==> src/rtl/inversek_pkg.sv <==
// Shared constants and the buffered result record for the inversek result collector.
// Defining INVERSEK_TAG_EN adds a sequence tag field to the record.
package inversek_pkg;
    localparam int BIT_WIDTH  = 32;
    localparam int FRACTIONS  = 15;
    localparam int PIPE_LAT   = 13;
    localparam int THETA2_LAT = 6;
    localparam int RES_DEPTH  = 16;
    localparam int TAG_W      = 8;

    typedef struct packed {
`ifdef INVERSEK_TAG_EN
        logic [TAG_W-1:0]     tag;
`endif
        logic [BIT_WIDTH-1:0] theta1;
        logic [BIT_WIDTH-1:0] theta2;
    } inversek_result_t;
endpackage

==> src/rtl/inversek_sync_fifo.sv <==
// First-word-fall-through synchronous FIFO with occupancy count.
// The head word reads as zero while the FIFO is empty.
module inversek_sync_fifo #(
    parameter int WIDTH = 64,
    parameter int DEPTH = 16
) (
    input  logic                    clk,
    input  logic                    rst,
    input  logic                    wr_en_i,
    input  logic [WIDTH-1:0]        wr_data_i,
    input  logic                    rd_en_i,
    output logic [WIDTH-1:0]        rd_data_o,
    output logic [$clog2(DEPTH):0]  count_o
);
    localparam int AW = $clog2(DEPTH);
    localparam logic [AW:0] FULL_CNT = DEPTH[AW:0];

    logic [WIDTH-1:0] mem_q [DEPTH];
    logic [AW-1:0]    wr_ptr_q, wr_ptr_d;
    logic [AW-1:0]    rd_ptr_q, rd_ptr_d;
    logic [AW:0]      count_q, count_d;
    logic             do_wr, do_rd;

    // A write into a full FIFO is accepted only when a read frees the slot this cycle.
    always_comb begin
        do_rd    = rd_en_i && (count_q != '0);
        do_wr    = wr_en_i && ((count_q != FULL_CNT) || do_rd);
        wr_ptr_d = wr_ptr_q + AW'(do_wr);
        rd_ptr_d = rd_ptr_q + AW'(do_rd);
        count_d  = count_q + (AW+1)'(do_wr) - (AW+1)'(do_rd);
    end

    always_ff @(posedge clk) begin
        if (do_wr) begin
            mem_q[wr_ptr_q] <= wr_data_i;
        end
    end

    always_ff @(posedge clk) begin
        if (rst) begin
            wr_ptr_q <= '0;
            rd_ptr_q <= '0;
            count_q  <= '0;
        end else begin
            wr_ptr_q <= wr_ptr_d;
            rd_ptr_q <= rd_ptr_d;
            count_q  <= count_d;
        end
    end

    assign rd_data_o = (count_q != '0) ? mem_q[rd_ptr_q] : '0;
    assign count_o   = count_q;
endmodule

==> src/rtl/inversek_result_collector.sv <==
// Pairs theta1/theta2 from the fixed-latency inversek core, buffers them and issues credits upstream.
// Optional INVERSEK_TAG_EN adds a per-sample sequence tag on m_tag_o.
module inversek_result_collector
    import inversek_pkg::*;
#(
    parameter int DEPTH = RES_DEPTH
) (
    input  logic                 clk,
    input  logic                 rst,
    input  logic                 s_valid_i,
    output logic                 s_ready_o,
    input  logic [BIT_WIDTH-1:0] theta1_i,
    input  logic [BIT_WIDTH-1:0] theta2_i,
    output logic                 m_valid_o,
    input  logic                 m_ready_i,
    output logic [BIT_WIDTH-1:0] m_theta1_o,
    output logic [BIT_WIDTH-1:0] m_theta2_o,
`ifdef INVERSEK_TAG_EN
    output logic [TAG_W-1:0]     m_tag_o,
`endif
    output logic                 err_o
);
    localparam int DLY   = PIPE_LAT - THETA2_LAT;
    localparam int CNT_W = $clog2(DEPTH) + 1;
    localparam logic [CNT_W:0] CREDIT_LIM = DEPTH[CNT_W:0];

    logic                 acc, push, pop;
    logic [PIPE_LAT-1:0]  vld_sr_q, vld_sr_d;
    logic [CNT_W-1:0]     inflight_q, inflight_d;
    logic [CNT_W-1:0]     fifo_count;
    logic                 err_q, err_d;
    logic [BIT_WIDTH-1:0] t2_dly_q [DLY];
    inversek_result_t     wr_entry, rd_entry;

    // Credits are derived from registered occupancy only, so a pop frees a credit one cycle later.
    assign s_ready_o = ({1'b0, inflight_q} + {1'b0, fifo_count}) < CREDIT_LIM;

    always_comb begin
        acc        = s_valid_i && s_ready_o;
        push       = vld_sr_q[PIPE_LAT-1];
        vld_sr_d   = {vld_sr_q[PIPE_LAT-2:0], acc};
        inflight_d = inflight_q + CNT_W'(acc) - CNT_W'(push);
        err_d      = err_q || (s_valid_i && !s_ready_o);
    end

    always_ff @(posedge clk) begin
        if (rst) begin
            vld_sr_q   <= '0;
            inflight_q <= '0;
            err_q      <= 1'b0;
        end else begin
            vld_sr_q   <= vld_sr_d;
            inflight_q <= inflight_d;
            err_q      <= err_d;
        end
    end

    // theta2 leaves the core early; delay it until it lines up with theta1 of the same sample.
    always_ff @(posedge clk) begin
        t2_dly_q[0] <= theta2_i;
        for (int i = 1; i < DLY; i++) begin
            t2_dly_q[i] <= t2_dly_q[i-1];
        end
    end

`ifdef INVERSEK_TAG_EN
    logic [TAG_W-1:0] tag_q;
    logic [TAG_W-1:0] tag_sr_q [PIPE_LAT];

    always_ff @(posedge clk) begin
        if (rst) begin
            tag_q <= '0;
        end else if (acc) begin
            tag_q <= tag_q + TAG_W'(1);
        end
    end

    always_ff @(posedge clk) begin
        tag_sr_q[0] <= tag_q;
        for (int i = 1; i < PIPE_LAT; i++) begin
            tag_sr_q[i] <= tag_sr_q[i-1];
        end
    end
`endif

    always_comb begin
        wr_entry        = '0;
        wr_entry.theta1 = theta1_i;
        wr_entry.theta2 = t2_dly_q[DLY-1];
`ifdef INVERSEK_TAG_EN
        wr_entry.tag    = tag_sr_q[PIPE_LAT-1];
`endif
    end

    inversek_sync_fifo #(
        .WIDTH ($bits(inversek_result_t)),
        .DEPTH (DEPTH)
    ) u_fifo (
        .clk       (clk),
        .rst       (rst),
        .wr_en_i   (push),
        .wr_data_i (wr_entry),
        .rd_en_i   (pop),
        .rd_data_o (rd_entry),
        .count_o   (fifo_count)
    );

    assign m_valid_o  = (fifo_count != '0);
    assign pop        = m_valid_o && m_ready_i;
    assign m_theta1_o = rd_entry.theta1;
    assign m_theta2_o = rd_entry.theta2;
`ifdef INVERSEK_TAG_EN
    assign m_tag_o    = rd_entry.tag;
`endif
    assign err_o      = err_q;
endmodule
==> config.mk <==
export PLATFORM = sky130hd
export DESIGN_NAME = inversek_result_collector
export DESIGN_NICKNAME = d
export VERILOG_FILES = /design/src/rtl/inversek_pkg.sv /design/src/rtl/inversek_sync_fifo.sv /design/src/rtl/inversek_result_collector.sv
export SDC_FILE = /design/constraint.sdc
export NUM_CORES = 1
export LEC_CHECK = 0
export BUFFER_PORTS_ARGS = -buffer_cell sky130_fd_sc_hd__clkbuf_2
export CORE_AREA = 4 4 339 341
export DETAILED_ROUTE_END_ITERATION = 7
export DIE_AREA = 0 0 343 345
export GPL_TIMING_DRIVEN = 1
export PLACE_DENSITY_LB_ADDON = 0.3
export SLEW_MARGIN = 20
export SYNTH_ARGS = -nofsm -noshare
export SYNTH_HDL_FRONTEND = slang
export SYNTH_SLANG_ARGS = --single-unit
==> constraint.sdc <==
create_clock -name clk -period 7.8 [get_ports clk]
set_input_delay 1.56 -clock clk [delete_from_list [all_inputs] [get_ports clk]]
set_output_delay 1.56 -clock clk [all_outputs]
set_load 0.01 [all_outputs]
==> results of run 1 <==
==> synth_stat cells (all sizes together) (6+ instances only) <==
master  number  area [um^2]
buf         59        397.9
a22oi       96        720.7
o22ai       15        93.84
inv         47        176.4
and3         6        52.55
dfxtp      256         5125
nand2       49        183.9
ha          19        237.7
nor2b       21        131.4
a21oi        6        30.03
edfxtp    1024        30750
a221o       16        160.2
clkbuf      32        121.4
nor3         8        40.04
nor2        22        82.58
mux4       256         5766
==> stage by stage <==
| stage | total power, mW | hold WS [ns] | area [um^2] | util |
|---|---|---|---|---|
| floorplan | 9.510 | 0.3096 | 44400 | - |
| detailed placement | 10.29 | 0.3121 | 46880 | 0.4190 |
| finish | 16.21 | 0.3130 | 51270 | 0.4582 |
| CTS | 16.47 | 0.3189 | 51210 | 0.4577 |
| global placement | 10.25 | 0.3095 | 46870 | 0.4189 |
| global route | 16.92 | 0.3224 | 51270 | 0.4582 |
==> power by group through the flow <==
stage	registers (mW)	logic [mW]	clock network (mW)
after floorplan	7.65	1.86	0
after global placement	7.75	2.50	0
after detailed placement	7.76	2.53	0
after CTS	7.62	2.53	6.32
after global routing	7.63	2.68	6.61
final	7.60	2.45	6.15
==> critical path, cell delays in order, from the launching register on <==
cell	delay [ns]
sky130_fd_sc_hd__dfxtp_4	0.90
sky130_fd_sc_hd__buf_12	0.64
sky130_fd_sc_hd__mux4_2	0.60
sky130_fd_sc_hd__a22oi_1	0.25
sky130_fd_sc_hd__nand2_1	0.21
sky130_fd_sc_hd__clkbuf_2	0.18
==> routing by layer <==
metal  global-route usage  vias to the layer above  routed length (um)
met5                    0                        -                  11
met4              0.04428                        2                1898
met3              0.02913                      134                4738
met2               0.2700                      524               48140
met1               0.2076                    10580               38400
li1                     -                     8531                   -
==> cell type report <==
cell class | count | area, um^2 | area share
Tap cell | 1500 | 1877 | 0.03661
Clock buffer | 176 | 3704 | 0.07224
Timing Repair Buffer | 171 | 1026 | 0.02001
Sequential cell | 1280 | 35890 | 0.7000
Multi-Input combinational cell | 553 | 7965 | 0.1554
Inverter | 47 | 176.4 | 0.003441
Clock inverter | 63 | 631.9 | 0.01233
==> worst paths after layout <==
path                      startpoint                   end  slack, ns
setup / recovery  u_fifo.rd_ptr_q[0]         m_theta2_o[0]       2.56
setup reg to reg   u_fifo.count_o[3]  u_fifo.mem_q[12][36]       4.20
hold reg to reg      t2_dly_q[2][23]       t2_dly_q[3][23]       0.31
hold / removal       t2_dly_q[2][23]       t2_dly_q[3][23]       0.31
==> state kept, by name, summed over array words and instances, names as in the netlist <==
signal,cells
u_fifo.mem_q,1024
inflight_q,5
u_fifo.rd_ptr_q,4
u_fifo.wr_ptr_q,4
t2_dly_q,224
u_fifo.count_o,5
vld_sr_q,13
err_o,1
==> kinds of logic (layout without fill, tap and decap cells) <==
family,after synthesis,in the layout,share of synthesized area
and+or+nand+nor,124,124,0.01409
AOI/OAI and AO/OA,142,142,0.02410
xor gates and xnor gates,9,9,0.001775
DFF,1280,1280,0.8080
muxes,257,257,0.1301
adders and majority gates,21,21,0.006256
buffers and inverters,138,457,0.01567
==> flow_results.org, run 1 <==
** STA
- Unrepaired setup endpoints after global routing :: no
- At the pin with the least slew margin, the transition time is 1.138 ns.
- Dividing the final minimum period by the clock period gives 0.6714.
- Static timing analysis puts the maximum clock frequency at 0.1909 GHz.
- The number of max-slew violations in the final report is 0.
- Final number of hold-violating endpoints :: 0
- Setup slack on the critical path of the routed design comes to 2.563 ns.
- Clock Skew :: 0.03247 ns
- Summed over all failing endpoints, the final setup total negative slack is 0 ns.
- The smallest clock period supported by the final layout is computed as 5.237 ns.
- Setup violations remaining at the end of the flow were counted as 0.
- Worst slew margin relative to its limit :: 0.2414

** Floorplan
- Width of the chip :: 343 um
- Count of pins on the block boundary :: 135
- Die height :: 345 um
- Floorplan die area :: 0.1183 mm^2
- For this configuration, the core starts out at a cell density of 0.3968.
- Core Area :: 0.1119 mm^2
- The floorplan has 123 rows.

** Clocking
- The tree is rooted in a sky130_fd_sc_hd__clkbuf_16.
- The longest clock path from root to sink contains 3 buffers.
- Number of resized instances in the post-cts repair step :: 0
- Number of H-tree levels :: 4
- Clock tree sinks :: 1280
- Quantity of hold-fixing buffers added after cts :: 0
- TritonCTS created 133 clock buffers.
- For the worst-skew pair, the clock arrives at the later sink with an insertion delay of 0.73 ns.
- Post-CTS timing repair inserted 0 buffers for setup.
- Clock tree from TritonCTS :: yes
- Clock-pin slew was measured on the worst setup and hold paths at 0.06 ns.

** Final layout
- 0 antenna diodes ended up in the layout.
- Fill count :: 9276
- Top library cells by usage in the layout, fill and taps aside :: 1024 x sky130_fd_sc_hd__edfxtp_1, 256 x sky130_fd_sc_hd__mux4_2, 253 x sky130_fd_sc_hd__dfxtp_1, 136 x sky130_fd_sc_hd__clkbuf_16, 134 x sky130_fd_sc_hd__clkbuf_2
- The library cell used most frequently in the layout, excluding fill and tap cells, is sky130_fd_sc_hd__edfxtp_1.
- From synthesis to final layout, the design area changed by 15.47%.
- Net total in the final layout :: 2275
- Of the cells placed in the final design, the portion with a size suffix greater than 1 is 0.2834.
- Number of standard cells in the final layout excluding fillers :: 3790

** Logic synthesis
- In the synthesized netlist the dominant register cell turns out to be sky130_fd_sc_hd__edfxtp_1.
- Number of synthesized register bits :: 1280
- Area of the mapped netlist :: 0.04440 mm^2
- Unique masters post-synth :: 41
- Synthesis produced 1971 cells.
- In this run, synthesis inferred 1024 flip-flops with an integrated enable.
- Syn_area_per_cell :: 22.53 um^2
- The Yosys step of the flow raised 0 warnings.
- In the synthesized netlist the async set-or-reset flop fraction comes to 0.
- Net Count, Synth :: 2060
- For this run, the register share of the synthesized area comes to 0.8080.

** Place
- Total of buffers placed on input and output ports :: 134
- RD Place Congestion :: 0.7008
- Cell Count Post-Placement :: 3549
- Post-DP HPWL :: 47080 um
- Pre-CTS setup slack :: 2.913 ns

** Power
- Of the total power, the clock network draws 0.379.
- The share of total power dissipated in sequential elements is 0.469.
- Cell-internal power :: 12.22 mW
- PD cells :: 316.1 mW/mm^2
- Of the total power, combinational logic draws 0.151.
- The worst-case IR drop observed on VDD is 0.2437 mV.
- Power spent charging and discharging nets :: 3.986 mW
- Switching share of power :: 0.2459
- Standby leakage power :: 16.73 nW

** Worst setup path
- The worst setup path is captured at an output pin.
- For the worst setup path, the data arrival time is 3.68 ns.
- The worst register-to-register path has a depth of 7.
- CP required :: 6.24 ns
- Of all nets on the critical path, the largest fanout is 104.
- Startpoint type of the worst setup path :: register
- Worst setup path class :: reg2out

** Global route
- First-pass GRT wire length :: 138200 um
- All-layer global routing usage :: 0.1579
- The initial antenna violation count came to 3.
- Remaining global-route overflow :: 0
- Via count of the first global-routing pass :: 21.12k
- Maximum number of pins on one net before global-route repair :: 105

** Routing
- Number of design rule violations left after detail routing :: 0
- In the routed layout, each cell is associated on average with a via count of 5.216.
- In this run, the number of DRC markers left after iteration 0 of detailed routing was 1642.
- For this block, the via count after detailed routing is 19.77k.
- The first detailed-routing pass ran for 5 iterations.
- Detailed-route wire length per cell :: 24.59 um
- Number of routed nets with antenna violations :: 0
- After detailed routing, the total wire length is 93190 um.

** Run status
- Run status :: finished clean

** Worst hold path
- Hold path cells :: 0
- The min-delay analysis places its worst path in the category reg2reg.

** Job
- Reported max-cap violation count :: 0
(Power assumes the default switching activity.)
==> run 2: changes to the inputs <==
Clock period 7.8 ns to 5.1 ns, I/O delays scaled along.
==> flow_results.org, run 2 (synthesis gave the netlist of run 1 again) <==
** Final layout
- The share of post-route cells with drive strength above 1 came to 0.2874 (+0.004035).
- Biggest regs :: u_fifo.mem_q x1024, t2_dly_q x224, vld_sr_q x13
- Signed area change from the synthesized netlist to the final layout :: 16.26%
- The filler cell count came to 9304 (+0.30%).
- Top library cells by usage in the layout, fill and taps aside :: 1024 x sky130_fd_sc_hd__edfxtp_1, 256 x sky130_fd_sc_hd__mux4_2, 253 x sky130_fd_sc_hd__dfxtp_1, 139 x sky130_fd_sc_hd__clkbuf_16, 135 x sky130_fd_sc_hd__clkbuf_2
- The post-route standard cell area excluding fillers came to 0.05161 mm^2 (+0.68%).
- The number of nets at the end of the flow was 2293 (+0.79%).
- The library cell used most frequently in the layout, excluding fill and tap cells, is sky130_fd_sc_hd__edfxtp_1.
- The antenna diode count is 0 (unchanged).
- The number of flip-flops in the largest register came to 1024 (unchanged).
- More flip-flops sit in one register than any other, and that register is u_fifo.mem_q.

** Clocking
- The cell sitting at the root of the clock tree is a sky130_fd_sc_hd__clkbuf_16.
- Number of H-tree levels :: 4 (unchanged)
- The clock input transition at the sequential cells of the worst setup and hold paths came to 0.06 ns (about the same).
- Number of buffers created by CTS :: 135 (+1.5%)
- Clock latency on the worst-skew pair :: 0.74 ns (about the same)
- Number of setup buffers added after CTS :: 0 (unchanged)
- The clock sink count is 1280 (unchanged).
- Clock tree from TritonCTS :: yes
- Quantity of hold-fixing buffers added after cts :: 0 (unchanged)
- The deepest clock path buffer count was 3 (unchanged).
- Number of resized instances in the post-cts repair step :: 0 (unchanged)

** Floorplan
- The I/O pin count is 135 (unchanged).
- Die height :: 345 um (unchanged)
- Floorplan die area :: 0.1183 mm^2 (unchanged)
- Core Area :: 0.1119 mm^2 (unchanged)
- The row count came to 123 (unchanged).
- Initial core utilization :: 0.3968 (unchanged)
- The floorplan die width is 343 um (unchanged).

** Power
- The cell area power density came to 489.7 mW/mm^2 (+55%).
- The standby leakage power is 16.87 nW (+0.86%).
- The total power consumption of the routed design came to 25.28 mW (+56%).
- Max rail drop VDD :: 0.2668 mV (+9.5%)

** Global route
- The number of global-route vias before repair was 21.10k (-0.085%).
- The largest net degree at the start of global routing is 134 (+28%).
- All-layer global routing usage :: 0.1667 (+0.008759)
- The wire length of the first global-routing pass was 144500 um (+4.6%).
- The total overflow reported by the global router is 0 (unchanged).
- The initial antenna violation count is 1 (-2).

** Worst setup path
- STA classifies the critical path endpoint as an output pin.
- CP required :: 4.08 ns (-2.16 ns)
- The critical path is of the reg2out type.
- In this run the critical register-to-register path is captured at u_fifo.count_o[4].
- The path depth of the worst reg2reg path was 13 (+6).
- The arrival time of the worst setup path is 3.33 ns (-0.35 ns).
- In this run the critical register-to-register path is launched from u_fifo.count_o[3].
- The register-to-register path setup slack is 1.90 ns (-2.30 ns).
- Largest driver fanout on the critical path :: 15 (-86%)
- Startpoint type of the worst setup path :: register

** Worst hold path
- The startpoint identified for the worst hold timing path is t2_dly_q[3][26].
- Hold path cells :: 0 (unchanged)
- Hold-critical path endpoint :: t2_dly_q[4][26]
- Hold crit path type :: reg2reg

** STA
- The setup TNS was 0 ns (unchanged).
- The total setup violations reported at the end of the flow was 0 (unchanged).
- Final WS setup :: 0.7470 ns (-1.816 ns)
- Derived from the worst setup path, the maximum achievable clock frequency is 0.2297 GHz.
- Hold Slack :: 0.3187 ns (+0.005650 ns)
- Tightest Pin Transition :: 1.019 ns (-0.1192 ns)
- Setup repair after global routing left no endpoint under its margin.
- The headroom to the max-slew limit was 0.3209 (+0.07945).
- The number of max-slew violations in the final report is 0 (unchanged).
- Counting I/O delays and the setup requirement, the final critical path takes 4.353 ns.
- Final number of hold-violating endpoints :: 0 (unchanged)
- The post-route clock skew was 0.03024 ns (-0.002229 ns).
- In the finished design, the share of the clock period the worst path needs comes to 0.8535.

** Routing
- The final routed DRC violation total is 0 (unchanged).
- Total routed wirelength :: 98280 um (+5.5%)
- The length of the first detailed-routing pass in iterations is 5 (unchanged).
- Number of design-rule violations left by the first detailed-router iteration :: 1634 (-0.49%)
- The routed wire length per instance was 25.75 um (+4.7%).
- Number of routed nets with antenna violations :: 0 (unchanged)
- The number of vias per cell after detailed routing is 5.208 (-0.15%).
- The vias after detailed routing is 19.88k (+0.56%).

** Place
- Total of buffers placed on input and output ports :: 134 (unchanged)
- The placed wire-length estimate came to 51590 um (+9.6%).
- Pre-CTS setup slack :: 1.426 ns (-1.487 ns)
- Placement Cell Area :: 0.04717 mm^2 (+0.62%)
- The routability-driven placement congestion ratio was 0.7273 (+3.8%).

** Run status
- Run status :: finished clean

** Job
- The max-capacitance violation count was 0 (unchanged).
## run 2: changes by cell type in the layout (fill, tap and decap cells not counted), moves of 2 or more
cell and change:
sky130_fd_sc_hd__buf_12 +11, sky130_fd_sc_hd__buf_16 -2, sky130_fd_sc_hd__buf_4 +7, sky130_fd_sc_hd__bufinv_16 +4
sky130_fd_sc_hd__clkbuf_1 +8, sky130_fd_sc_hd__clkbuf_16 +3, sky130_fd_sc_hd__clkbuf_8 -6, sky130_fd_sc_hd__clkinv_1 +2
sky130_fd_sc_hd__clkinv_2 +3, sky130_fd_sc_hd__clkinv_4 -2, sky130_fd_sc_hd__nor3_2 -3, sky130_fd_sc_hd__nor3_4 +3
## run 2: how the worst max path moves through the flow
stage / startpoint / to / cells after the start
finish: u_fifo.count_o[3] / m_theta1_o[18] / 8
global placement: u_fifo.rd_ptr_q[2] / m_theta2_o[6] / 6
CTS: u_fifo.count_o[2] / m_theta1_o[18] / 8
global route: u_fifo.count_o[3] / m_theta1_o[18] / 8
detailed placement: u_fifo.count_o[3] / m_theta1_o[18] / 8
floorplan: m_ready_i / u_fifo.mem_q[12][0] / 3
## run 2: report_power, final
part	internal [mW]	leakage (nW)	switching, mW
Combinational	1.88	3.35	2.14
Clock	5.70	2.17	3.98
Sequential	11.4	11.4	0.168
## run 2: metrics by stage
stage,instances,util
final,3817,0.4613
after global routing,3817,0.4613
after CTS,3817,0.4613
after detailed placement,3567,0.4216
after global placement,3567,0.4216
after floorplan,1971,-
## run 2: layout make-up
cell class | count | area, um^2 | area share
Sequential cell | 1280 | 35890 | 0.6953
Multi-Input combinational cell | 553 | 7984 | 0.1547
Clock buffer | 183 | 3739 | 0.07243
Tap cell | 1500 | 1877 | 0.03636
Timing Repair Buffer | 187 | 1244 | 0.02410
Clock inverter | 67 | 709.4 | 0.01374
Inverter | 47 | 176.4 | 0.003418
## run 2: critical path: stages, from the launching register on
cell                       delay [ns]
sky130_fd_sc_hd__dfxtp_1         0.34
sky130_fd_sc_hd__inv_1           0.09
sky130_fd_sc_hd__ha_1            0.18
sky130_fd_sc_hd__nor4b_4         0.48
sky130_fd_sc_hd__inv_2           0.16
sky130_fd_sc_hd__nand3_1         0.59
sky130_fd_sc_hd__o22ai_1         0.19
sky130_fd_sc_hd__a221o_1         0.40
sky130_fd_sc_hd__clkbuf_2        0.17
## run 2: layer usage
metal	vias to the layer above	share of wire	track usage
li1	8553	-	-
met4	0	0.028	0.05632
met1	10600	0.42	0.2205
met3	161	0.049	0.02979
met2	565	0.51	0.2799
met5	-	0	0
==> run 3: changes to the inputs <==
Settings changed: CAP_MARGIN from default to 20, MAX_ROUTING_LAYER from default to met4.
==> flow_results.org, run 3 (synthesis gave the netlist of run 1 again) <==
** Routing
- The count of routing violations after the opening detailed-route iteration was 1609 (-1.5%).
- Highest routed metal layer :: met4
- The length of the first detailed-routing pass in iterations is 5 (unchanged).
- The residual antenna-violating net count after detailed routing was 0 (unchanged).
- Detailed-route wire length per cell :: 25.70 um (-0.19%)
- The final routed DRC violation total came to 0 (unchanged).
- Routed met3 length :: 5190 um (+6.7%)
- The routed length on met2 came to 49580 um (-0.21%).
- Ratio of routed vias to standard cells :: 5.210 (about the same)
- Total vias in the final route :: 19.89k (+0.065%)
- Total routed wirelength :: 98120 um (-0.17%)
- The length of routed wiring on met1 came to 40660 um (-0.88%).

** Clocking
- The post-cts sizing count is 0 (unchanged).
- Clock root buffer master :: sky130_fd_sc_hd__clkbuf_16
- The post-CTS setup buffer count came to 0 (unchanged).
- The clock sink count is 1280 (unchanged).
- The number of clock buffers inserted by TritonCTS is 135 (unchanged).
- The clock input transition at the sequential cells of the worst setup and hold paths is 0.06 ns (about the same).
- Clock tree from TritonCTS :: yes
- The clock latency on the worst-skew pair came to 0.74 ns (about the same).
- The count of hold-fix buffers inserted at cts is 0 (unchanged).
- The number of levels the H-tree was split into was 4 (unchanged).
- The deepest clock path buffer count came to 3 (unchanged).

** Place
- The count of buffers from port buffering came to 134 (unchanged).
- Pre-CTS setup slack :: 1.426 ns (unchanged)
- The routability-driven placement congestion ratio came to 0.7360 (+1.2%).
- Post-DP HPWL :: 51590 um (unchanged)
- The post-place instance area is 0.04717 mm^2 (unchanged).

** Worst setup path
- Setup crit end kind :: output pin
- The most critical setup path has its startpoint at u_fifo.count_o[2].
- The startpoint identified for the worst register-to-register timing path is u_fifo.count_o[2].
- The maximum fanout along the worst path was 15 (unchanged).
- The setup path with the least slack is of type reg2out.
- Data arrival time at the worst-slack endpoint :: 3.35 ns (+0.02 ns)
- The endpoint required time on the critical path was 4.08 ns (about the same).
- The worst setup path is launched from a register.

** Power
- Power spent charging and discharging nets :: 6.287 mW (about the same)
- Sum of internal, switching and leakage power :: 25.27 mW (about the same)
- Combinational fraction of design power :: 0.159 (about the same)
- The internal cell power came to 18.99 mW (about the same).
- Switching share of power :: 0.2488 (about the same)
- The sequential share of power came to 0.458 (about the same).
- Clock network power share :: 0.383 (about the same)
- The cell area power density came to 489.6 mW/mm^2 (about the same).
- Standby leakage power :: 16.87 nW (unchanged)
- The maximum resistive drop on vdd was 0.2653 mV (-0.58%).

** Final layout
- Number of flip-flops in the largest register :: 1024 (unchanged)
- The largest registers in the layout are u_fifo.mem_q x1024, t2_dly_q x224, vld_sr_q x13.
- Most common cell after layout, fill and taps aside :: sky130_fd_sc_hd__edfxtp_1
- Net total in the final layout :: 2293 (unchanged)
- Largest reg by FF count :: u_fifo.mem_q
- Signed area change from the synthesized netlist to the final layout :: 16.26% (about the same)
- Top library cells by usage in the layout, fill and taps aside :: 1024 x sky130_fd_sc_hd__edfxtp_1, 256 x sky130_fd_sc_hd__mux4_2, 253 x sky130_fd_sc_hd__dfxtp_1, 139 x sky130_fd_sc_hd__clkbuf_16, 135 x sky130_fd_sc_hd__clkbuf_2
- Final design area excluding fillers :: 0.05162 mm^2 (about the same)
- The share of post-route cells with drive strength above 1 is 0.2874 (unchanged).

** Floorplan
- The row count was 123 (unchanged).
- The effective utilization at floorplan came to 0.3968 (unchanged).
- The I/O pin count is 135 (unchanged).
- The floorplan die width came to 343 um (unchanged).
- The area of the die was 0.1183 mm^2 (unchanged).
- The core box area is 0.1119 mm^2 (unchanged).
- Die height :: 345 um (unchanged)

** STA
- Number of max-slew violations in the final report :: 0 (unchanged)
- Endpoints failing setup :: 0 (unchanged)
- Unrepaired setup endpoints after global routing :: no
- Final period util :: 0.8561 (+0.002606)
- Tightest Pin Transition :: 1.027 ns (+0.007983 ns)
- Crit path time final :: 4.366 ns (+0.01329 ns)
- The post-route clock skew came to 0.02940 ns (-0.0008413 ns).
- The worst slack on hold paths is 0.3169 ns (-0.001745 ns).
- Final number of hold-violating endpoints :: 0 (unchanged)
- The setup TNS came to 0 ns (unchanged).
- The achievable frequency is 0.2290 GHz (-0.30%).
- The setup slack after layout was 0.7337 ns (-0.01329 ns).
- The headroom to the max-slew limit was 0.3155 (-0.005322).

** Worst hold path
- Hold_sp :: t2_dly_q[3][26]
- Hold crit path type :: reg2reg

** Run status
- Run status :: finished clean

** Global route
- The overall global routing resource usage is 0.1718 (+0.005055).
- Remaining global-route overflow :: 0 (unchanged)
- The wire length of the first global-routing pass was 144500 um (about the same).
- Number of antenna violations at the first check in global routing :: 1 (unchanged)
- Maximum number of pins on one net before global-route repair :: 134 (unchanged)
- Via count of the first global-routing pass :: 21.09k (-0.043%)

** Job
- Reported max-cap violation count :: 0 (unchanged)
run 3: power groups by stage:
stage          registers (mW)  logic, mW  clock network, mW
4_1_cts                  11.6       4.14               9.94
3_3_place_gp             11.8       4.09                  0
3_5_place_dp             11.8       4.12                  0
5_1_grt                  11.6       4.36               10.4
6_report                 11.6       4.02               9.68
2_1_floorplan            11.7       2.85                  0
run 3: area by class of cell:
class | count | area (um^2)
tap | 1500 | 1877
clock inverter | 67 | 709.4
clock buffer | 183 | 3739
timing repair buffer | 187 | 1244
multi-input combinational | 553 | 7984
inverter | 47 | 176.4
fill | 9303 | 60270
sequential | 1280 | 35890
antenna | 1 | 2.502
run 3: final timing paths:
kind                  endpoint  slack, ns  depth (start not counted)
max             m_theta1_o[18]       0.73                          8
min            t2_dly_q[4][26]       0.32                          0
max reg2reg  u_fifo.count_o[4]       1.89                         13
min reg2reg    t2_dly_q[4][26]       0.32                          0
run 3: metrics by stage:
step                        util  std cells
after detailed placement  0.4216       3567
after global routing      0.4613       3817
after global placement    0.4216       3567
final                     0.4613       3818
after CTS                 0.4613       3817
after floorplan                -       1971
run 3: routing by layer:
| metal | global-route usage | up-vias |
|---|---|---|
| li1 | - | 8559 |
| met3 | 0.02897 | 167 |
| met4 | 0.05632 | 0 |
| met1 | 0.2207 | 10600 |
| met5 | - | - |
| met2 | 0.2802 | 567 |
run 3: critical path, stage by stage, from the launching register on:
cell	delay, ns
sky130_fd_sc_hd__dfxtp_1	0.32
sky130_fd_sc_hd__inv_1	0.09
sky130_fd_sc_hd__ha_1	0.18
sky130_fd_sc_hd__nor4b_4	0.49
sky130_fd_sc_hd__inv_2	0.16
sky130_fd_sc_hd__nand3_1	0.60
sky130_fd_sc_hd__o22ai_1	0.20
sky130_fd_sc_hd__a221o_1	0.40
sky130_fd_sc_hd__clkbuf_2	0.17
